<file path="config.mk">
export PLATFORM = sky130hd
export DESIGN_NAME = alu_shift_seq
export DESIGN_NICKNAME = d
export VERILOG_FILES = /design/src/rtl/alu_shift_pkg.sv /design/src/rtl/alu_shift_step.sv /design/src/rtl/alu_shift_seq.sv
export SDC_FILE = /design/constraint.sdc
export NUM_CORES = 1
export LEC_CHECK = 0
export CAP_MARGIN = 40
export CORE_UTILIZATION = 35
export CTS_CLUSTER_SIZE = 30
export DETAILED_ROUTE_END_ITERATION = 6
export SLEW_MARGIN = 20
export SYNTH_ARGS = -nofsm -noshare
export SYNTH_HDL_FRONTEND = slang
export SYNTH_SLANG_ARGS = --single-unit
</file>
<file path="constraint.sdc">
create_clock -name clk -period 2.8 [get_ports clk]
set_input_delay 0.28 -clock clk [delete_from_list [all_inputs] [get_ports clk]]
set_output_delay 0.28 -clock clk [all_outputs]
set_load 0.02 [all_outputs]
</file>
<file path="src/rtl/alu_shift_pkg.sv">
// Shared definitions for the multi-cycle shift/rotate unit: opcodes, FSM states, default widths.
package alu_shift_pkg;

  localparam int DEF_WIDTH   = 32;
  localparam int DEF_SHAMT_W = 5;

  localparam logic [2:0] OP_SLA = 3'b000;
  localparam logic [2:0] OP_SRA = 3'b001;
  localparam logic [2:0] OP_SLL = 3'b010;
  localparam logic [2:0] OP_SRL = 3'b011;
  localparam logic [2:0] OP_ROL = 3'b100;
  localparam logic [2:0] OP_ROR = 3'b101;

  typedef enum logic [1:0] {
    IDLE  = 2'd0,
    SHIFT = 2'd1,
    DONE  = 2'd2
  } state_t;

  function automatic logic op_legal(input logic [2:0] op);
    return (op <= OP_ROR);
  endfunction

endpackage

</file>
<file path="src/rtl/alu_shift_step.sv">
// Combinational single step (1 or 4 bit positions) of the shift working register,
// plus the SLA overflow contribution of that step.
module alu_shift_step
  import alu_shift_pkg::*;
#(
  parameter int WIDTH = DEF_WIDTH
) (
  input  logic [WIDTH-1:0] w,
  input  logic [2:0]       opcode,
  input  logic             sign,
  input  logic             quad,
  output logic [WIDTH-1:0] nxt,
  output logic             ovf
);

  logic signed [WIDTH-1:0] ws;
  logic signed [WIDTH-1:0] sra1;
  logic signed [WIDTH-1:0] sra4;

  assign ws   = w;
  assign sra1 = ws >>> 1;
  assign sra4 = ws >>> 4;

  always_comb begin
    nxt = w;
    ovf = 1'b0;
    case (opcode)
      OP_SLA, OP_SLL: nxt = quad ? (w << 4) : (w << 1);
      OP_SRA:         nxt = quad ? $unsigned(sra4) : $unsigned(sra1);
      OP_SRL:         nxt = quad ? (w >> 4) : (w >> 1);
      OP_ROL:         nxt = quad ? {w[WIDTH-5:0], w[WIDTH-1:WIDTH-4]} : {w[WIDTH-2:0], w[WIDTH-1]};
      OP_ROR:         nxt = quad ? {w[3:0], w[WIDTH-1:4]} : {w[0], w[WIDTH-1:1]};
      default:        nxt = '0;
    endcase
    // Every bit that becomes the new MSB during this step must match the original sign.
    if (opcode == OP_SLA) begin
      ovf = quad ? (w[WIDTH-2:WIDTH-5] != {4{sign}}) : (w[WIDTH-2] != sign);
    end
  end

endmodule

</file>
<file path="src/rtl/alu_shift_seq.sv">
// Multi-cycle shift/rotate execution unit with valid/ready request and response channels.
// Optional build macro ALU_SHIFT_MULTISTEP_EN: step 4 bits per cycle while cnt >= 4.
module alu_shift_seq
  import alu_shift_pkg::*;
#(
  parameter int WIDTH   = DEF_WIDTH,
  parameter int SHAMT_W = DEF_SHAMT_W
) (
  input  logic             clk,
  input  logic             rst_n,
  input  logic             req_valid,
  output logic             req_ready,
  input  logic [WIDTH-1:0] req_a,
  input  logic [WIDTH-1:0] req_b,
  input  logic [2:0]       req_opcode,
  output logic             rsp_valid,
  input  logic             rsp_ready,
  output logic [WIDTH-1:0] rsp_c,
  output logic             rsp_zero,
  output logic             rsp_neg,
  output logic             rsp_overflow,
  output logic             rsp_err
);

  state_t             state_q, state_d;
  logic [WIDTH-1:0]   work_q, work_d;
  logic [SHAMT_W-1:0] cnt_q, cnt_d;
  logic [2:0]         op_q, op_d;
  logic               sign_q, sign_d;
  logic               ovf_q, ovf_d;
  logic [WIDTH-1:0]   c_q, c_d;
  logic               zero_q, zero_d;
  logic               neg_q, neg_d;
  logic               err_q, err_d;

  logic               quad;
  logic [SHAMT_W-1:0] step_amt;
  logic [SHAMT_W-1:0] cnt_nxt;
  logic [WIDTH-1:0]   step_nxt;
  logic               step_ovf;
  logic               unused_b;

  assign unused_b = ^req_b[WIDTH-1:SHAMT_W];

`ifdef ALU_SHIFT_MULTISTEP_EN
  assign quad = (cnt_q >= SHAMT_W'(4));
`else
  assign quad = 1'b0;
`endif

  assign step_amt = quad ? SHAMT_W'(4) : SHAMT_W'(1);
  assign cnt_nxt  = cnt_q - step_amt;

  alu_shift_step #(.WIDTH(WIDTH)) u_step (
    .w      (work_q),
    .opcode (op_q),
    .sign   (sign_q),
    .quad   (quad),
    .nxt    (step_nxt),
    .ovf    (step_ovf)
  );

  always_ff @(posedge clk or negedge rst_n) begin
    if (!rst_n) begin
      state_q <= IDLE;
      work_q  <= '0;
      cnt_q   <= '0;
      op_q    <= '0;
      sign_q  <= 1'b0;
      ovf_q   <= 1'b0;
      c_q     <= '0;
      zero_q  <= 1'b0;
      neg_q   <= 1'b0;
      err_q   <= 1'b0;
    end else begin
      state_q <= state_d;
      work_q  <= work_d;
      cnt_q   <= cnt_d;
      op_q    <= op_d;
      sign_q  <= sign_d;
      ovf_q   <= ovf_d;
      c_q     <= c_d;
      zero_q  <= zero_d;
      neg_q   <= neg_d;
      err_q   <= err_d;
    end
  end

  always_comb begin
    state_d = state_q;
    work_d  = work_q;
    cnt_d   = cnt_q;
    op_d    = op_q;
    sign_d  = sign_q;
    ovf_d   = ovf_q;
    c_d     = c_q;
    err_d   = err_q;
    case (state_q)
      IDLE: begin
        if (req_valid) begin
          op_d   = req_opcode;
          work_d = req_a;
          sign_d = req_a[WIDTH-1];
          cnt_d  = req_b[SHAMT_W-1:0];
          ovf_d  = 1'b0;
          err_d  = 1'b0;
          if (!op_legal(req_opcode)) begin
            state_d = DONE;
            c_d     = '0;
            err_d   = 1'b1;
          end else if (req_b[SHAMT_W-1:0] == '0) begin
            state_d = DONE;
            c_d     = req_a;
          end else begin
            state_d = SHIFT;
          end
        end
      end
      SHIFT: begin
        work_d = step_nxt;
        cnt_d  = cnt_nxt;
        ovf_d  = ovf_q | step_ovf;
        if (cnt_nxt == '0) begin
          state_d = DONE;
          c_d     = step_nxt;
        end
      end
      DONE: begin
        if (rsp_ready) state_d = IDLE;
      end
      default: state_d = IDLE;
    endcase
    // Flags are derived from the value being registered so they always track rsp_c.
    zero_d = (c_d == '0);
    neg_d  = c_d[WIDTH-1];
  end

  assign req_ready    = (state_q == IDLE);
  assign rsp_valid    = (state_q == DONE);
  assign rsp_c        = c_q;
  assign rsp_zero     = zero_q;
  assign rsp_neg      = neg_q;
  assign rsp_overflow = ovf_q;
  assign rsp_err      = err_q;

endmodule

</file>
# Word-level counts from Yosys, hierarchy flattened
# Index checks and enable logic that the tools add are counted.
# classes
shifts,0
multipliers,0
n_div,0
n_reduce_logical,10
mux,20
eq_ne,11
order_cmp,1
addsub,1
bitwise_logic,1
# ops
operator,n
$mux 32,5
$pmux 32 s5,1
$pmux 32 s2,2
$logic_not 32->1,1
$logic_not 5->1,2
$mux 2,5
$pmux 5 s2,1
$eq 3x2->1 const B,2
$eq 3x3->1 const B,2
$pmux 2 s3,1
$mux 5,1
$sub 5x1->5 const B,1
$ne 2x2->1 const B,2
$reduce_and 2->1,2
$eq 3x1->1 const B,1
$le 3x3->1 const B,1
$logic_not 3->1,1
$mux 1,3
$reduce_and 3->1,1
$eq 2x1->1 const B,1
$eq 2x2->1 const B,1
$logic_not 2->1,1
$ne 2x1->1 const B,1
$pmux 1 s2,1
4 further kinds,4
# totals
rom_bits,0
latch_bits,0
register_bits,79
ramBits,0
memories,0
inputBits,71

# Logic depth before layout (Yosys ltp)
# Gate-level depths: netlist of the first run.
# depth
ltp_word,6
mapped_depth,12
mapped_depth_nobuf,10

# Modules after synthesis
# A second synthesis of the first run with hierarchy kept.
# unflattened
hier_cells,525
hier_area_um2,5036.1
# modules_own_cells
module,area_each_um2,instances,seq_area_each_um2,cells_per_inst
alu_shift_seq,3922.5,1,1951.9,375
alu_shift_step,1113.6,1,0.0,150

# Least setup slack after synthesis of the first run
# OpenSTA, ideal clock, no wires.
# synth_timing
path_kind,flip-flop to flip-flop
startpoint,register cnt_q[0]
endpoint,register zero_q (netlist: rsp_zero)
required_time_ns,2.732
arrival_ns,2.982
setup_ns,0.068
path_buffers,2
stages_incl_launch_ff,13
slack_ns,-0.250
path_cell_list,dfrtp_1 > inv_1 > ha_1 > nor4b_1 > and3_1 > o21ai_1 > or2_0 > buf_2 > buf_6 > a221o_1 > or4_1 > nor3_1 > and4b_1
# synth_between
elab_chain_cells,5
# synth_rtl
element,line,source
from (decl),alu_shift_seq.sv:27,"logic [SHAMT_W-1:0] cnt_q, cnt_d;"
from (signal assigned),alu_shift_seq.sv:78,cnt_q <= cnt_d;
$sub 5x1->5,alu_shift_seq.sv:52,assign cnt_nxt = cnt_q - step_amt;
$logic_not 5->1,alu_shift_seq.sv:123,if (cnt_nxt == '0) begin
$mux 32,alu_shift_seq.sv:123,
$pmux 32 s2,alu_shift_seq.sv:98,case (state_q)
net c_d[29],alu_shift_seq.sv:31,"logic [WIDTH-1:0] c_q, c_d;"
$logic_not 32->1,alu_shift_seq.sv:134,zero_d = (c_d == '0);
net zero_d,alu_shift_seq.sv:32,"logic zero_q, zero_d;"
to (signal assigned),alu_shift_seq.sv:83,zero_q <= zero_d;
to (decl),alu_shift_seq.sv:32,
# The timed path passes the listed nets, and every way through them passes these cells.
# A chain may end at the register's enable or synchronous reset.

# Worst setup path after layout of the first run
# Ends and elaborated chain as after synthesis.

==> out/summary.md, run 1 <==
The flow ran to the end, but the final reports show violations. The checks that failed: setup timing. The count of buffers added on input and output ports is 81.

Summed over all cells, the static leakage comes to 2.869 nW. The tools report the required time at the endpoint of the critical path as 3.08 ns. Detailed placement ended at an HPWL of 10060 um. Counting distinct cell types in the post-synthesis netlist gives 55.

The path class of the tightest hold or removal check is primary input to flop. The tools report the wire length of the first global-routing pass as 22580 um. The fraction of registers with async set/reset is 1.000, and the detailed-route vias per instance is 5.568.

The portion of the post-synthesis area used by sequential elements was 0.4448. The tools report the total power as 0.007412 W. The area growth from synthesis to layout is 45.82%. The count of nets left with antenna violations once routing finished came out at 0.

The via count of the first global-routing pass is 4233, and the final instance count without filler cells is 773. Data on the critical path arrives at its endpoint at 3.17 ns. After global routing the overflow that remains totals 0. Of all cell types, the one taking the most synthesized area is dfrtp_1. The most used flip-flop cell after synthesis is dfrtp_1. The logs give 0.2281 for the overall fraction of global-route tracks in use and 750 for the number of placed cells counting well taps. The logs give 0.35 ns for the clock latency on the worst-skew pair and 0.01299 mm2 for the area of the die.

On the final layout, the worst clock skew is 0.005800 ns. Along the worst path, the maximum fanout reaches 8. Clock-pin slew was measured on the worst setup and hold paths at 0.06 ns. The count of pins over their slew limit is 0, and the number of design-rule violations left by the first detailed-router iteration is 347. The die is 114.0 um wide. The final hold violation count is 0, and the first-pass iteration count of the detailed router is 5. The tools report the starting utilization of the core area as 0.3623. The average instance in the mapped netlist occupies 9.396 um2. Among all cell types in the netlist, the one instantiated most often is dfrtp_1.

The routed layout has 4304 vias. Derived from the worst setup path, the maximum achievable clock frequency is 346.3 MHz. In this run the cell area of the synthesized design comes to 0.004388 mm2. For the relative slew slack, the log shows 0.6505. Synthesis handed over a netlist of 467 instances. The worst setup path is launched from a flop. The clock passes through at most 2 buffers. The proportion of layout cells with a drive suffix above 1 was 0.1950.

The maximum resistive drop on vdd is 0.3790 mV, and the number of remaining DRC errors is 0. The top-level I/O count is 109. Setup repair after global routing could not meet its margin everywhere.

Max-cap violations in this run came to 0. The final worst-path cycle share was 1.031. The number of failing setup endpoints in the final timing report was 1. The tree is rooted in a clkbuf_16. The floorplan step set the die height to 114.0 um. The worst setup path is of the flop to flop kind.

The number of antenna diodes in the final layout is 0. Number of nets in the synthesized netlist: 540. The depth of the CTS H-tree came out at 3. The number of buffers added by the clock tree synthesis step is 9. The number of antenna violations at the first check in global routing was 0. The post-layout worst setup margin came out at -0.08779 ns. Area share of the leading cell type in the synthesized netlist: 0.4448. The total area inside the core boundary comes to 0.01211 mm2. The number of cell rows was 40. Entering global routing, the biggest net connects 42 pins. TritonCTS built the clock tree. The tools report the type of element capturing the critical path as a flop.

Power spread over the standard cell area amounts to 1158 mW/mm2. The count of flip-flops with a built-in enable after synthesis is 0. After detailed routing, the average wire length per cell comes to 18.54 um. The actual slew at the worst max-slew pin is 0.5243 ns. Yosys printed 0 warnings. By area the synthesized netlist is led by dfrtp_1 (44%), o32a_1 (7.1%), mux2i_1 (6.8%), a21oi_1 (5.2%), a221o_1 (4.3%).

The minimum clock period after layout works out to 2.888 ns. For the net count of the finished layout, the log shows 673. By count the netlist is led by dfrtp_1 (78), a21oi_1 (46), nor2_1 (43), inv_1 (40).

Clock tree synthesis found a total of 78 sinks. The logs give 14330 um for the wire length after detailed routing and 0.8559 for the placer congestion estimate. Counting flops and latches in the post-synthesis netlist gives 78.
[registers in the layout (all words and copies together) (netlist names)]
signal and cells:
op_q 3, rsp_zero 1, work_q 32, rsp_c 32
state_q 2, cnt_q 5, sign_q 1, rsp_overflow 1
rsp_err 1
[cells in the final DEF, fill, tap and decap left out, types with 3 or more instances in the layout]
cell,n
o32a_1,31
or3_1,3
clkbuf_16,9
nor4_1,3
or4_4,3
o21ai_1,6
a31oi_1,3
inv_1,38
clkdlybuf4s50_1,77
nand2b_1,3
mux2i_1,30
o21ai_0,9
dlymetal6s2s_1,3
bufinv_16,3
a221o_1,19
buf_4,71
nand3_1,3
nand2_1,31
or4_1,5
dfrtp_1,77
a22o_1,14
nor4_2,3
and2_1,8
nor2_1,42
a21oi_1,46
nor3_1,7
[per-stage QoR]
stage	util	setup WS, ns	hold slack (ns)	TNS, ns	area, um2
3_5_place_dp	0.4835	-0.7286	0.2910	-1.542	5856
4_1_cts	0.5227	-0.08390	0.4700	-0.08390	6331
3_3_place_gp	0.4812	-0.6589	0.4653	-1.018	5828
6_report	0.5283	-0.08779	0.3687	-0.08779	6399
2_1_floorplan	-	0.002230	-0.01559	0	4417
5_1_grt	0.5283	-0.1371	0.4283	-0.1371	6399
[worst max-delay path: stages, from the launching register on]
cell and delay, ns:
dfrtp_2 0.41, inv_2 0.05, ha_4 0.17, nor4b_4 0.22, and3_4 0.24, o21ai_4 0.08, or2_4 0.29, a221o_1 0.36
or4_4 0.56, nor3_4 0.22, and4b_1 0.22
[layer usage]
| metal | part of all wire | global-route usage | vias up | wire [um] |
|---|---|---|---|---|
| met5 | 0 | 0 | - | 0 |
| met3 | 0.047 | 0.04942 | 17 | 673 |
| met1 | 0.47 | 0.3135 | 2139 | 6799 |
| met2 | 0.47 | 0.3624 | 138 | 6678 |
| li1 | - | - | 2010 | - |
| met4 | 0.013 | 0.06407 | 0 | 183 |
[path summary, 6_finish.rpt]
| kind | slack [ns] | to | cells past startpoint | start |
|---|---|---|---|---|
| setup / recovery | -0.09 | rsp_zero | 10 | cnt_q[0] |
| hold / removal | 0.37 | cnt_q[0] | 4 | req_b[0] |
| setup reg to reg | -0.09 | rsp_zero | 10 | cnt_q[0] |
| hold reg to reg | 0.49 | rsp_err | 2 | rsp_err |
| max in group asynchronous | 1.76 | cnt_q[0] | 3 | rst_n |
| min in group asynchronous | 0.45 | work_q[24] | 2 | rst_n |
[where the power goes]
| group | internal [W] | switching (W) | total, W |
|---|---|---|---|
| combinational | 0.00193 | 0.00199 | 0.00391 |
| sequential | 0.00161 | 0.000473 | 0.00209 |
| clock | 0.000920 | 0.000494 | 0.00141 |
| total | 0.00446 | 0.00295 | 0.00741 |
[timing repair]
action,4_1_cts,5_1_grt
setup buffers,3,3
endpoints found under the hold margin,37,0
setup endpoints to repair,1,1
hold buffers,1,0
pin swaps,12,13
gates resized for setup,18,16
[cell type report]
type	count	area (um2)
fillers	1132	5713
multi-input cells	314	2286
flip-flops and latches	78	1953
repair buffers	157	1441
clock buffers	11	252.7
well taps	168	210.2
inverters	40	150.1
clock inverters	5	105.1
[kinds of logic (layout without fill, tap and decap cells)]
family,Yosys count,after routing,share of synthesized area
and+or+nand+nor,127,127,0.1429
xor gates and xnor gates,1,1,0.001996
muxes,30,30,0.06844
buffers and inverters,75,213,0.06815
adders and majority gates,2,2,0.005702
AOI/OAI and AO/OA,154,154,0.2680
DFF,78,78,0.4448
No activity file was read; power rests on OpenSTA's default activity.
==> run 2, diff against run 1 <==
- SYNTH_HIERARCHICAL: unset -> 1
==> run 2 against run 1 <==
The run now ends clean. First-iteration DRC count is 0.86% higher. Critical path depth stayed put. Non-clock buffer count is 58 lower. Via count is 4.7% higher. Design area is 1.7% lower. Combinational power is 15% lower. Die area is 15% higher. Global-route usage is 0.50 points lower. Sequential cell count stayed put. Fmax is 10% higher. Routed wire length is 11% higher. Final cell count is 0.39% higher. Critical path type unchanged. Critical endpoint unchanged. Highest routed layer unchanged.
==> out/summary.md, run 2 <==
The flow ran to the end, and the final reports show no timing, DRC or antenna violations. The tools report the combined area of the multi-input logic cells as 0.002791 mm2. Leaving out fill and tap cells, the most frequent cell in the layout is clkdlybuf4s50_1.

The run gives 0 as the post-CTS resize count. After detailed routing, the total wire length is 15880 um. The first-pass iteration count of the detailed router was 5. Timing startpoint of the critical path: op_q[0].

Relative to the synthesized area, the layout overhead comes to 24.84%. The run gives 381.2 MHz as the maximum frequency from static timing analysis. The run gives 0.34 ns as the clock latency on the worst-skew pair.

For the via count, the log shows 4508. Dividing total power by cell area gives a power density of 1053 mW/mm2. The part of the power in the clock network came out at 0.185. The number of clock sinks seen by CTS came out at 78. The clock tree synthesis step divided the H-tree into 3 levels. The tools report the overall fraction of global-route tracks in use as 0.2231.

The count of flip-flops with a built-in enable after synthesis came out at 0. The proportion of layout cells with a drive suffix above 1 came out at 0.1242. The internal portion of the total power is 0.003807 W.

Synthesis inferred 78 register bits. In the routed design, unresolved DRC markers number 0. For the number of buffers inserted for hold repair after clock tree synthesis, the log shows 1.

Number of buffers inserted by port buffering: 81. The worst setup path is of the flop to flop kind. The path class of the tightest hold or removal check is primary input to async pin. The cell sitting at the root of the clock tree is a clkbuf_16. At the pin with the least slew margin, the transition time is 0.6632 ns. Summing all flip-flop and latch instances after layout gives 0.001952 mm2. The count of buffers added by post-CTS timing repair for setup was 0.

Among all flip-flop cells after synthesis, the most frequent one is dfrtp_1. The tools report the relative slew slack as 0.5579. The kind of launch point of the worst setup path was a flop. The number of buffers added by the clock tree synthesis step was 9; the largest fanout of any net on the critical path was 15. The final worst-path cycle share works out to 0.9368.

The number of antenna violations at the first check in global routing is 0. The first global-routing pass estimated 24750 um of wire. During I/O placement, the number of pins put on the boundary was 109. The run gives 2.90 ns as the data arrival time of the critical path.

Entering global routing, the biggest net connects 79 pins. When the netlist entered floorplanning its net count stood at 598. In the final timing run, aggregate negative setup slack is 0 ns. The maximum resistive drop on vdd is 0.4754 mV, and the starting utilization of the core area is 0.3614. The worst setup path is captured at a flop.

TritonCTS built the clock tree. The largest total area in the synthesized netlist belongs to dfrtp_1. dfrtp_1 is the most common cell in the netlist.

The worst clock skew on the final layout is 0.007664 ns, and the total power is 0.006621 W. The tools report the via count of the first global-routing pass as 4251. The number of different library cells used by synthesis comes to 56. The logs give 0.8623 for the placer congestion estimate and 2 for the deepest clock path buffer count. Switching fraction of total power: 0.4250.

In this run the worst setup path terminates at rsp_zero. The tools report the part of the power in registers as 0.314. The run gives 0 as the final antenna diode count.

For flop-to-flop paths, the worst setup slack is 0.18 ns. The fill cell total of the finished layout was 1337. The startpoint identified for the worst register-to-register timing path is op_q[0]. Clock transition at the registers of the reported paths: 0.06 ns. Setup repair after global routing left no endpoint under its margin. The top cell types in the final layout, fill and taps aside, are clkdlybuf4s50_1 (80), dfrtp_1 (78), nand2_1 (51), mux2i_1 (46), o21ai_0 (40).

The area of the die was 0.01487 mm2. After detailed routing, the average wire length per cell comes to 20.46 um. The half-perimeter wire length of the detailed placement result is 11770 um, and the die span in x is 122.0 um.

The total area inside the core boundary comes to 0.01393 mm2. For the net switching power, the log shows 0.002814 W. The final antenna-violating net count was 0; the overall die height was 122.0 um.

The logic gate share of total power is 0.502, and the synthesized area divided by synthesized cell count is 9.593 um2. The detailed-route vias per instance came out at 5.809. The detailed router finished its first iteration with 350 violations.

After synthesis the cells add up to 0.005036 mm2. Final hold violation count: 0. Counting cells, the worst reg-to-reg path comes to 10. The synthesized instance count was 525. For the final global-route overflow total, the log shows 0. The tools report the net count of the finished layout as 665.

For the post-route worst hold slack, the log shows 0.4111 ns. Setup violations remaining at the end of the flow were counted as 0. After synthesis, the most frequently instantiated cells are dfrtp_1 (78), nand2_1 (51), mux2i_1 (46), o21ai_0 (40), a21oi_1 (39). The run gives 6 as the count of synthesis-stage warnings from yosys.

Area share of the leading cell type in the synthesized netlist: 0.3876. In this run the critical register-to-register path is captured at rsp_zero. The tools report the portion of the post-synthesis area used by sequential elements as 0.3876.

Yosys attributes the largest share of cell area to dfrtp_1 (39%), mux2i_1 (9.1%), a21o_1 (5.1%), a22o_2 (5.0%), o21ai_0 (4.0%). For the count of max-cap constraint violations, the log shows 0. After layout, the minimum clock period comes to 2.623 ns.

The number of cell rows came out at 43. Fraction of registers with async set/reset: 1.000. The count of pins over their slew limit was 0; the required time at the endpoint of the critical path was 3.08 ns. Summed over all cells, the static leakage comes to 2.795 nW.
run 2: cell count changes in the layout (fill, tap and decap cells not counted), sizes merged, moves of 24 or more:
cell,change
nor2,-26
o32a,-31
o22ai,+24
inv,-34
o21ai,+24
a21o,+32
buf,-58
run 2: cell families after synthesis:
logic type	synth area share
DFF	0.3876
muxes	0.1175
adders and majority gates	0.004968
and+or+nand+nor	0.1476
buffers and inverters	0.06087
xor gates and xnor gates	0.001739
AOI/OAI and AO/OA	0.2790
other	0.0007446
run 2: worst max-delay path, cell delays in order (launching register included):
cell      delay (ns)
dfrtp_1         0.40
buf_4           0.15
buf_4           0.19
nor2b_1         0.07
a211oi_1        0.25
a211oi_1        0.15
nor4_1          0.38
nand3_1         0.11
or4_1           0.45
o21ai_0         0.22
o211a_1         0.18
run 2: layout make-up:
type	count	area share
clock buffers	13	0.04299
clock inverters	2	0.006169
inverters	5	0.002985
multi-input cells	399	0.4440
flip-flops and latches	78	0.3104
well taps	180	0.03582
repair buffers	99	0.1576
run 2: power by group through the flow:
stage | Sequential (W) | Clock, W | Combinational (W)
2_1_floorplan | 0.00208 | 0 | 0.00203
3_3_place_gp | 0.00206 | 0 | 0.00326
3_5_place_dp | 0.00208 | 0 | 0.00330
4_1_cts | 0.00207 | 0.00124 | 0.00331
5_1_grt | 0.00213 | 0.00129 | 0.00361
6_report | 0.00208 | 0.00122 | 0.00332
run 2: how the worst min path moves through the flow:
stage                       to  slack, ns  cells after the start
detailed placement  work_q[10]       0.24                      1
finish              work_q[10]       0.41                      2
floorplan             cnt_q[0]      -0.02                      0
global route        work_q[10]       0.45                      2
global placement      rsp_c[2]       0.48                      1
CTS                 work_q[10]       0.43                      2
run 2: metal layers:
| metal | GRT usage | up-vias | share of wire |
|---|---|---|---|
| met5 | 0 | - | 0 |
| met4 | 0.07330 | 0 | 0.023 |
| met3 | 0.05103 | 28 | 0.060 |
| met2 | 0.3298 | 155 | 0.44 |
| met1 | 0.3188 | 2209 | 0.47 |
| li1 | - | 2116 | - |
run 2: metrics by stage:
step | area (um2) | setup slack [ns] | utilization | instances
2_1_floorplan | 5036 | 0.4303 | - | 525
3_3_place_gp | 5941 | 0.2253 | 0.4263 | 759
3_5_place_dp | 5968 | 0.2269 | 0.4283 | 760
4_1_cts | 6287 | 0.1984 | 0.4512 | 776
5_1_grt | 6287 | 0.06170 | 0.4512 | 776
6_report | 6287 | 0.1769 | 0.4512 | 776
